### src/rtl/uart_program_loader_pkg.sv
// rtl/uart_program_loader_pkg.sv - shared types and constants for the UART program loader
// Purpose: loader and UART receiver state encodings plus the serial frame width.
// Ports: none (package).
package uart_program_loader_pkg;

  typedef enum logic [1:0] {
    LD_LEN,
    LD_DATA,
    LD_DONE,
    LD_ERROR
  } loader_state_t;

  typedef enum logic [1:0] {
    RX_IDLE,
    RX_START,
    RX_DATA,
    RX_STOP
  } uart_rx_state_t;

  localparam int UART_DATA_BITS = 8;

endpackage

### src/rtl/uart_program_loader_uart_rx.sv
// rtl/uart_program_loader_uart_rx.sv - 8N1 UART receiver with start-bit glitch rejection
// Purpose: synchronises rx, times bits at mid-bit and delivers one byte per good frame.
// Ports: clk, rst (sync, active high), rx (async serial in, idle high),
//        byte_valid (1-cycle pulse), byte_data (received byte), stop_err (1-cycle pulse on bad stop bit).
module uart_rx
  import uart_program_loader_pkg::*;
#(
  parameter int CLKS_PER_BIT = 868
) (
  input  logic                      clk,
  input  logic                      rst,
  input  logic                      rx,
  output logic                      byte_valid,
  output logic [UART_DATA_BITS-1:0] byte_data,
  output logic                      stop_err
);

  localparam int CNT_W = (CLKS_PER_BIT > 1) ? $clog2(CLKS_PER_BIT) : 1;
  localparam int BIT_W = $clog2(UART_DATA_BITS);
  localparam logic [CNT_W-1:0] HALF_CNT = CNT_W'(CLKS_PER_BIT / 2);
  localparam logic [CNT_W-1:0] FULL_CNT = CNT_W'(CLKS_PER_BIT - 1);
  localparam logic [BIT_W-1:0] LAST_BIT = BIT_W'(UART_DATA_BITS - 1);

  uart_rx_state_t            state_q, state_d;
  logic [1:0]                sync_q;
  logic [CNT_W-1:0]          cnt_q, cnt_d;
  logic [BIT_W-1:0]          bit_q, bit_d;
  logic [UART_DATA_BITS-1:0] shift_q, shift_d;
  logic                      valid_q, valid_d;
  logic                      err_q, err_d;
  logic                      rx_s;

  assign rx_s       = sync_q[1];
  assign byte_valid = valid_q;
  assign byte_data  = shift_q;
  assign stop_err   = err_q;

  always_ff @(posedge clk) begin
    if (rst) begin
      sync_q  <= 2'b11;
      state_q <= RX_IDLE;
      cnt_q   <= '0;
      bit_q   <= '0;
      shift_q <= '0;
      valid_q <= 1'b0;
      err_q   <= 1'b0;
    end else begin
      sync_q  <= {sync_q[0], rx};
      state_q <= state_d;
      cnt_q   <= cnt_d;
      bit_q   <= bit_d;
      shift_q <= shift_d;
      valid_q <= valid_d;
      err_q   <= err_d;
    end
  end

  always_comb begin
    state_d = state_q;
    cnt_d   = cnt_q;
    bit_d   = bit_q;
    shift_d = shift_q;
    valid_d = 1'b0;
    err_d   = 1'b0;
    case (state_q)
      RX_IDLE: begin
        cnt_d = '0;
        if (!rx_s) state_d = RX_START;
      end
      RX_START: begin
        // Re-check at mid start bit; a line that has already gone high was a glitch.
        if (cnt_q == HALF_CNT) begin
          cnt_d   = '0;
          bit_d   = '0;
          state_d = rx_s ? RX_IDLE : RX_DATA;
        end else begin
          cnt_d = cnt_q + 1'b1;
        end
      end
      RX_DATA: begin
        if (cnt_q == FULL_CNT) begin
          cnt_d   = '0;
          shift_d = {rx_s, shift_q[UART_DATA_BITS-1:1]};
          bit_d   = bit_q + 1'b1;
          if (bit_q == LAST_BIT) state_d = RX_STOP;
        end else begin
          cnt_d = cnt_q + 1'b1;
        end
      end
      RX_STOP: begin
        if (cnt_q == FULL_CNT) begin
          cnt_d   = '0;
          valid_d = rx_s;
          err_d   = !rx_s;
          state_d = RX_IDLE;
        end else begin
          cnt_d = cnt_q + 1'b1;
        end
      end
      default: state_d = RX_IDLE;
    endcase
  end

endmodule

### src/rtl/uart_program_loader.sv
// rtl/uart_program_loader.sv - boot loader writing a UART-delivered image into instruction memory
// Purpose: parses a little-endian word-count header and N payload words, writes each word
//          to imem and holds the core in reset until the image is complete.
// Ports: clk, rst (sync, active high), rx (serial in),
//        imem_we/imem_addr/imem_wdata (registered single-cycle write),
//        cpu_rst (core reset, high until DONE), loading, done (sticky), frame_err (sticky).
module uart_program_loader
  import uart_program_loader_pkg::*;
#(
  parameter int CLKS_PER_BIT = 868,
  parameter int IMEM_DEPTH   = 1024,
  parameter int ADDR_W       = 10
) (
  input  logic              clk,
  input  logic              rst,
  input  logic              rx,
  output logic              imem_we,
  output logic [ADDR_W-1:0] imem_addr,
  output logic [31:0]       imem_wdata,
  output logic              cpu_rst,
  output logic              loading,
  output logic              done,
  output logic              frame_err
);

  logic                      byte_valid;
  logic [UART_DATA_BITS-1:0] byte_data;
  logic                      stop_err;

  uart_rx #(.CLKS_PER_BIT(CLKS_PER_BIT)) u_rx (
    .clk        (clk),
    .rst        (rst),
    .rx         (rx),
    .byte_valid (byte_valid),
    .byte_data  (byte_data),
    .stop_err   (stop_err)
  );

  loader_state_t     state_q, state_d;
  logic [1:0]        byte_cnt_q, byte_cnt_d;
  logic [23:0]       part_q, part_d;
  logic [ADDR_W-1:0] idx_q, idx_d;
  logic [ADDR_W-1:0] last_q, last_d;
  logic              we_q, we_d;
  logic [ADDR_W-1:0] addr_q, addr_d;
  logic [31:0]       wdata_q, wdata_d;
  logic              ferr_q, ferr_d;
  logic [31:0]       full_word;
  logic              word_complete;

  // Bytes shift in from the top, so byte k of a word lands in bits [8k+7:8k].
  assign full_word     = {byte_data, part_q};
  assign word_complete = byte_valid && (byte_cnt_q == 2'd3);

  assign imem_we    = we_q;
  assign imem_addr  = addr_q;
  assign imem_wdata = wdata_q;
  assign frame_err  = ferr_q;
  assign done       = (state_q == LD_DONE);
  assign cpu_rst    = (state_q != LD_DONE);
  assign loading    = ((state_q == LD_LEN) && (byte_cnt_q != 2'd0)) || (state_q == LD_DATA);

  always_ff @(posedge clk) begin
    if (rst) begin
      state_q    <= LD_LEN;
      byte_cnt_q <= '0;
      part_q     <= '0;
      idx_q      <= '0;
      last_q     <= '0;
      we_q       <= 1'b0;
      addr_q     <= '0;
      wdata_q    <= '0;
      ferr_q     <= 1'b0;
    end else begin
      state_q    <= state_d;
      byte_cnt_q <= byte_cnt_d;
      part_q     <= part_d;
      idx_q      <= idx_d;
      last_q     <= last_d;
      we_q       <= we_d;
      addr_q     <= addr_d;
      wdata_q    <= wdata_d;
      ferr_q     <= ferr_d;
    end
  end

  always_comb begin
    state_d    = state_q;
    byte_cnt_d = byte_cnt_q;
    part_d     = part_q;
    idx_d      = idx_q;
    last_d     = last_q;
    we_d       = 1'b0;
    addr_d     = addr_q;
    wdata_d    = wdata_q;
    ferr_d     = ferr_q | stop_err;
    case (state_q)
      LD_LEN: begin
        if (byte_valid) begin
          byte_cnt_d = byte_cnt_q + 1'b1;
          part_d     = full_word[31:8];
        end
        if (word_complete) begin
          if ((full_word != 32'd0) && (full_word <= 32'(IMEM_DEPTH))) begin
            state_d = LD_DATA;
            idx_d   = '0;
            last_d  = ADDR_W'(full_word - 32'd1);
          end else begin
            state_d = LD_ERROR;
          end
        end
      end
      LD_DATA: begin
        if (byte_valid) begin
          byte_cnt_d = byte_cnt_q + 1'b1;
          part_d     = full_word[31:8];
        end
        if (word_complete) begin
          we_d    = 1'b1;
          addr_d  = idx_q;
          wdata_d = full_word;
          idx_d   = idx_q + 1'b1;
        end
        // Leaving on the write cycle itself keeps DONE one cycle behind the final strobe.
        if (we_q && (addr_q == last_q)) state_d = LD_DONE;
      end
      default: ;
    endcase
  end

endmodule

### config.mk
export PLATFORM = sky130hd
export DESIGN_NAME = uart_program_loader
export DESIGN_NICKNAME = d
export VERILOG_FILES = /design/src/rtl/uart_program_loader_pkg.sv /design/src/rtl/uart_program_loader_uart_rx.sv /design/src/rtl/uart_program_loader.sv
export SDC_FILE = /design/constraint.sdc
export NUM_CORES = 1
export LEC_CHECK = 0
export CAP_MARGIN = 10
export CORE_ASPECT_RATIO = 0.75
export CORE_MARGIN = 2
export CORE_UTILIZATION = 41
export DETAILED_ROUTE_END_ITERATION = 16
export RECOVER_POWER = 100
export SETUP_SLACK_MARGIN = 0.5
export SYNTH_ARGS = -nofsm -noshare
export SYNTH_HDL_FRONTEND = slang
export SYNTH_SLANG_ARGS = --single-unit
### constraint.sdc
create_clock -name clk -period 2.3 [get_ports clk]
set_clock_uncertainty 0.1 [all_clocks]
set_input_delay 0.345 -clock clk [delete_from_list [all_inputs] [get_ports clk]]
set_output_delay 0.345 -clock clk [all_outputs]
set_load 0.01 [all_outputs]
==> run metrics <==
Critical Setup Path Class reg -> reg; setup repair after global routing missed its margin yes; result of the run finished, final reports clean; gp weighted congestion 0.865; highest net fanout along the worst path 6; number of global-route vias before repair approximately 4.3k; CTS buffer count 17; Pre-antenna DRT Iters 5; clock latency on the worst-skew pair 0.42 ns; clock tree from TritonCTS built; total DRC errors in the routed layout 0; post-synth cell types 44; Fin Hold WS 0.317 ns; layout filler cell count between 1k and 1.5k; number of vias in the routed layout 4494; CP Data Arrival Time 2.53 ns; max-slew violation total from the final report 0; total congestion overflow 0; f_max 439 MHz; synthesized instance count 604; headroom to the max-slew limit 26.8%; count of routing violations after the opening detailed-route iteration 292; Post-synth top flop sky130_fd_sc_hd__dfxtp_1; transition time at the pin with the least slew margin 1.10 ns; total standard cell area after synthesis 0.00494 mm2; count of hold buffers inserted by post-cts repair 0; number of buffers added on ports 49; Die Span Y 99.1 um; non-filler cells in the finished layout 852; HPWL reported at the end of detailed placement ~8.4 mm; number of vias per cell after detailed routing 5.27; Worst VDD drop 0.000632 V; residual antenna-violating net count after detailed routing 0; number of sinks on the clock net about 120; path class of the lowest-slack min-delay path reg -> reg; post-placement worst setup slack -0.0364 ns; count of synthesis-stage warnings from yosys 0; Hold Vio Cnt, Final 0; Setup crit end kind register; leakage power figure 2.44 nW; H-Tree Level Count 4; Ports 50; share of synthesized area occupied by flip-flops and latches between 40 and 50%; Post-synth EDFFs 0; Final Power 5.19 mW; largest stage delay on the critical path ~0.54 ns; register clock-pin slew on the reported worst setup and hold paths approximately 0.06 ns; min setup slack post-route 0.0231 ns; max-capacitance violation count 0; proportion of synthesized flip-flops having asynchronous set or reset 0%; number of antenna repair diodes 0; register bit total from synthesis between 100 and 150; net total in the final layout 689; total track usage 20.8%; slowest stage cell on the critical path sky130_fd_sc_hd__or4_4; startpoint kind of the worst setup timing path register; maximum number of pins on one net before global-route repair 32; final critical-path required period ~2.3 ns; initial core utilization between 40% and 50%; Worst EP required about 2.6 ns; Row Count 34; Synth Net Count 616; standard cell core area 0.0117 mm2; full die area 0.0130 mm2; buffer depth of the longest clock path 2; antenna violations before repair 0; global-route wire length before repair 21.2 mm; clock root buffer master sky130_fd_sc_hd__clkbuf_16; worst path cell trace or4_4 > or3_4 > a32o_2 > or4_1 > a21oi_2; WP buf/inv 0; setup-violating endpoint count in the final report 0; count of placed standard cells including taps 809; final worst path period share a little over nine tenths; layout cell share with drive strength beyond 1 19.0%; post-synthesis area per instance 8.19 um2; P&R area growth vs syn 35.8%; wire per inst 15.4 um; Cell Pwr Density 773 mW/mm2; final WL 13.1 mm; cell family with the largest share of critical-path delay simple AND/OR/NAND/NOR gates; width of the die 131 um
[synthesized netlist by cell type, types with 8 or more instances]
cell	instances	area, um2
sky130_fd_sc_hd__mux2i_1	12	120
sky130_fd_sc_hd__o21ai_0	13	65.1
sky130_fd_sc_hd__dfxtp_1	119	2380
sky130_fd_sc_hd__ha_1	9	113
sky130_fd_sc_hd__a21oi_1	91	455
sky130_fd_sc_hd__nand3_1	16	80.1
sky130_fd_sc_hd__nor2_1	38	143
sky130_fd_sc_hd__clkbuf_1	34	128
sky130_fd_sc_hd__o31ai_1	8	60.1
sky130_fd_sc_hd__nand2_1	148	556
sky130_fd_sc_hd__nor3_1	8	40.0
sky130_fd_sc_hd__xnor2_1	21	184
sky130_fd_sc_hd__or4_1	9	67.6
[power by group]
| part | internal [mW] | total, mW | switching, mW |
|---|---|---|---|
| registers | 2.06 | 2.07 | 0.00352 |
| clock network | 2.11 | 3.07 | 0.952 |
| logic | 0.0156 | 0.0569 | 0.0413 |
[state kept, by name, indices dropped and copies added, names as in the netlist, 2 cells and up, named ones only]
| register | cells |
|---|---|
| imem_wdata | 32 |
| part_q | 24 |
| idx_q | 10 |
| imem_addr | 10 |
| last_q | 10 |
| u_rx.cnt_q | 10 |
| u_rx.byte_data | 8 |
| u_rx.bit_q | 3 |
| byte_cnt_q | 2 |
| state_q | 2 |
| u_rx.sync_q | 2 |
[repair_timing]
item,in CTS,in global routing
pin swaps,31,25
setup endpoints to repair,49,94
buffers inserted,2,4
cloned,3,2
resized for setup,64,50
[per-layer routing]
metal  track usage, %  wire length, um  up-vias
li1                 -                -     2221
met4             7.77              208        0
met5                0                0        -
met2             30.7             5830      122
met1             29.2             6350     2133
met3             5.49              705       18
[cells by family (layout without fill, tap and decap cells)]
logic type      Yosys count  in the layout  share of synthesized area [%]
flops                   119            119                           48.2
xor+xnor                 26             26                           4.61
simple gates            267            267                           24.8
fa+ha+maj                 9              9                           2.28
buf+inv                  45            129                           3.59
compound gates          126            128                           14.1
mux                      12             12                           2.43
[final cells by class]
type / count / area [um2] / area share, %
clock inverters: 12 / 221 / 3.30
repair buffers: 89 / 757 / 11.3
flip-flops and latches: 119 / 2400 / 35.7
clock buffers: 20 / 467 / 6.95
multi-input cells: 442 / 2620 / 39.1
well taps: 162 / 203 / 3.02
inverters: 8 / 45.0 / 0.671
[worst paths after layout]
path                                   from                         to  slack (ns)  cells after the start
setup / recovery     part_q[3]$_SDFFE_PP0P_      idx_q[9]$_SDFFE_PP0P_        0.02                      5
hold / removal    u_rx.sync_q[0]$_SDFF_PP1_  u_rx.sync_q[1]$_SDFF_PP1_        0.32                      1
hold reg to reg   u_rx.sync_q[0]$_SDFF_PP1_  u_rx.sync_q[1]$_SDFF_PP1_        0.32                      1
setup reg to reg     part_q[3]$_SDFFE_PP0P_      idx_q[9]$_SDFFE_PP0P_        0.02                      5
[layout by cell type, fill, tap and decap left out, types with 4 or more instances in the layout]
cell type,Yosys,final
sky130_fd_sc_hd__nand3_1,16,16
sky130_fd_sc_hd__or4_1,9,5
sky130_fd_sc_hd__xnor2_1,21,21
sky130_fd_sc_hd__bufinv_16,0,6
sky130_fd_sc_hd__clkdlybuf4s25_1,0,4
sky130_fd_sc_hd__nor3_1,8,8
sky130_fd_sc_hd__nor2b_1,5,5
sky130_fd_sc_hd__dlygate4sd2_1,0,9
sky130_fd_sc_hd__dfxtp_1,119,110
sky130_fd_sc_hd__clkbuf_2,1,6
sky130_fd_sc_hd__o21ai_0,13,6
sky130_fd_sc_hd__mux2i_1,12,12
sky130_fd_sc_hd__xor2_1,5,5
sky130_fd_sc_hd__o31ai_1,8,4
sky130_fd_sc_hd__buf_6,1,4
sky130_fd_sc_hd__nor2_1,38,32
sky130_fd_sc_hd__nand2b_1,5,4
sky130_fd_sc_hd__nor2_2,0,6
sky130_fd_sc_hd__buf_4,0,27
sky130_fd_sc_hd__inv_1,7,6
sky130_fd_sc_hd__nor4_1,6,5
sky130_fd_sc_hd__a311oi_1,4,4
sky130_fd_sc_hd__dfxtp_2,0,7
sky130_fd_sc_hd__nand2_1,148,147
sky130_fd_sc_hd__and3_1,4,4
sky130_fd_sc_hd__clkbuf_1,34,4
sky130_fd_sc_hd__a21oi_1,91,75
sky130_fd_sc_hd__dlygate4sd3_1,0,33
sky130_fd_sc_hd__clkbuf_16,0,17
sky130_fd_sc_hd__or4_4,1,5
sky130_fd_sc_hd__nand4_1,7,7
sky130_fd_sc_hd__ha_1,9,8
sky130_fd_sc_hd__a21oi_2,0,14
[stage by stage]
stage               TNS (ns)  cell area [um2]  util [%]
floorplan                  0             4990         -
global placement           0             5750      49.1
detailed placement   -0.0476             5750      49.1
CTS                 -0.00617             6650      56.9
global route          -0.163             6720      57.4
finish                     0             6720      57.4
Power figures use the tool's default switching activity.
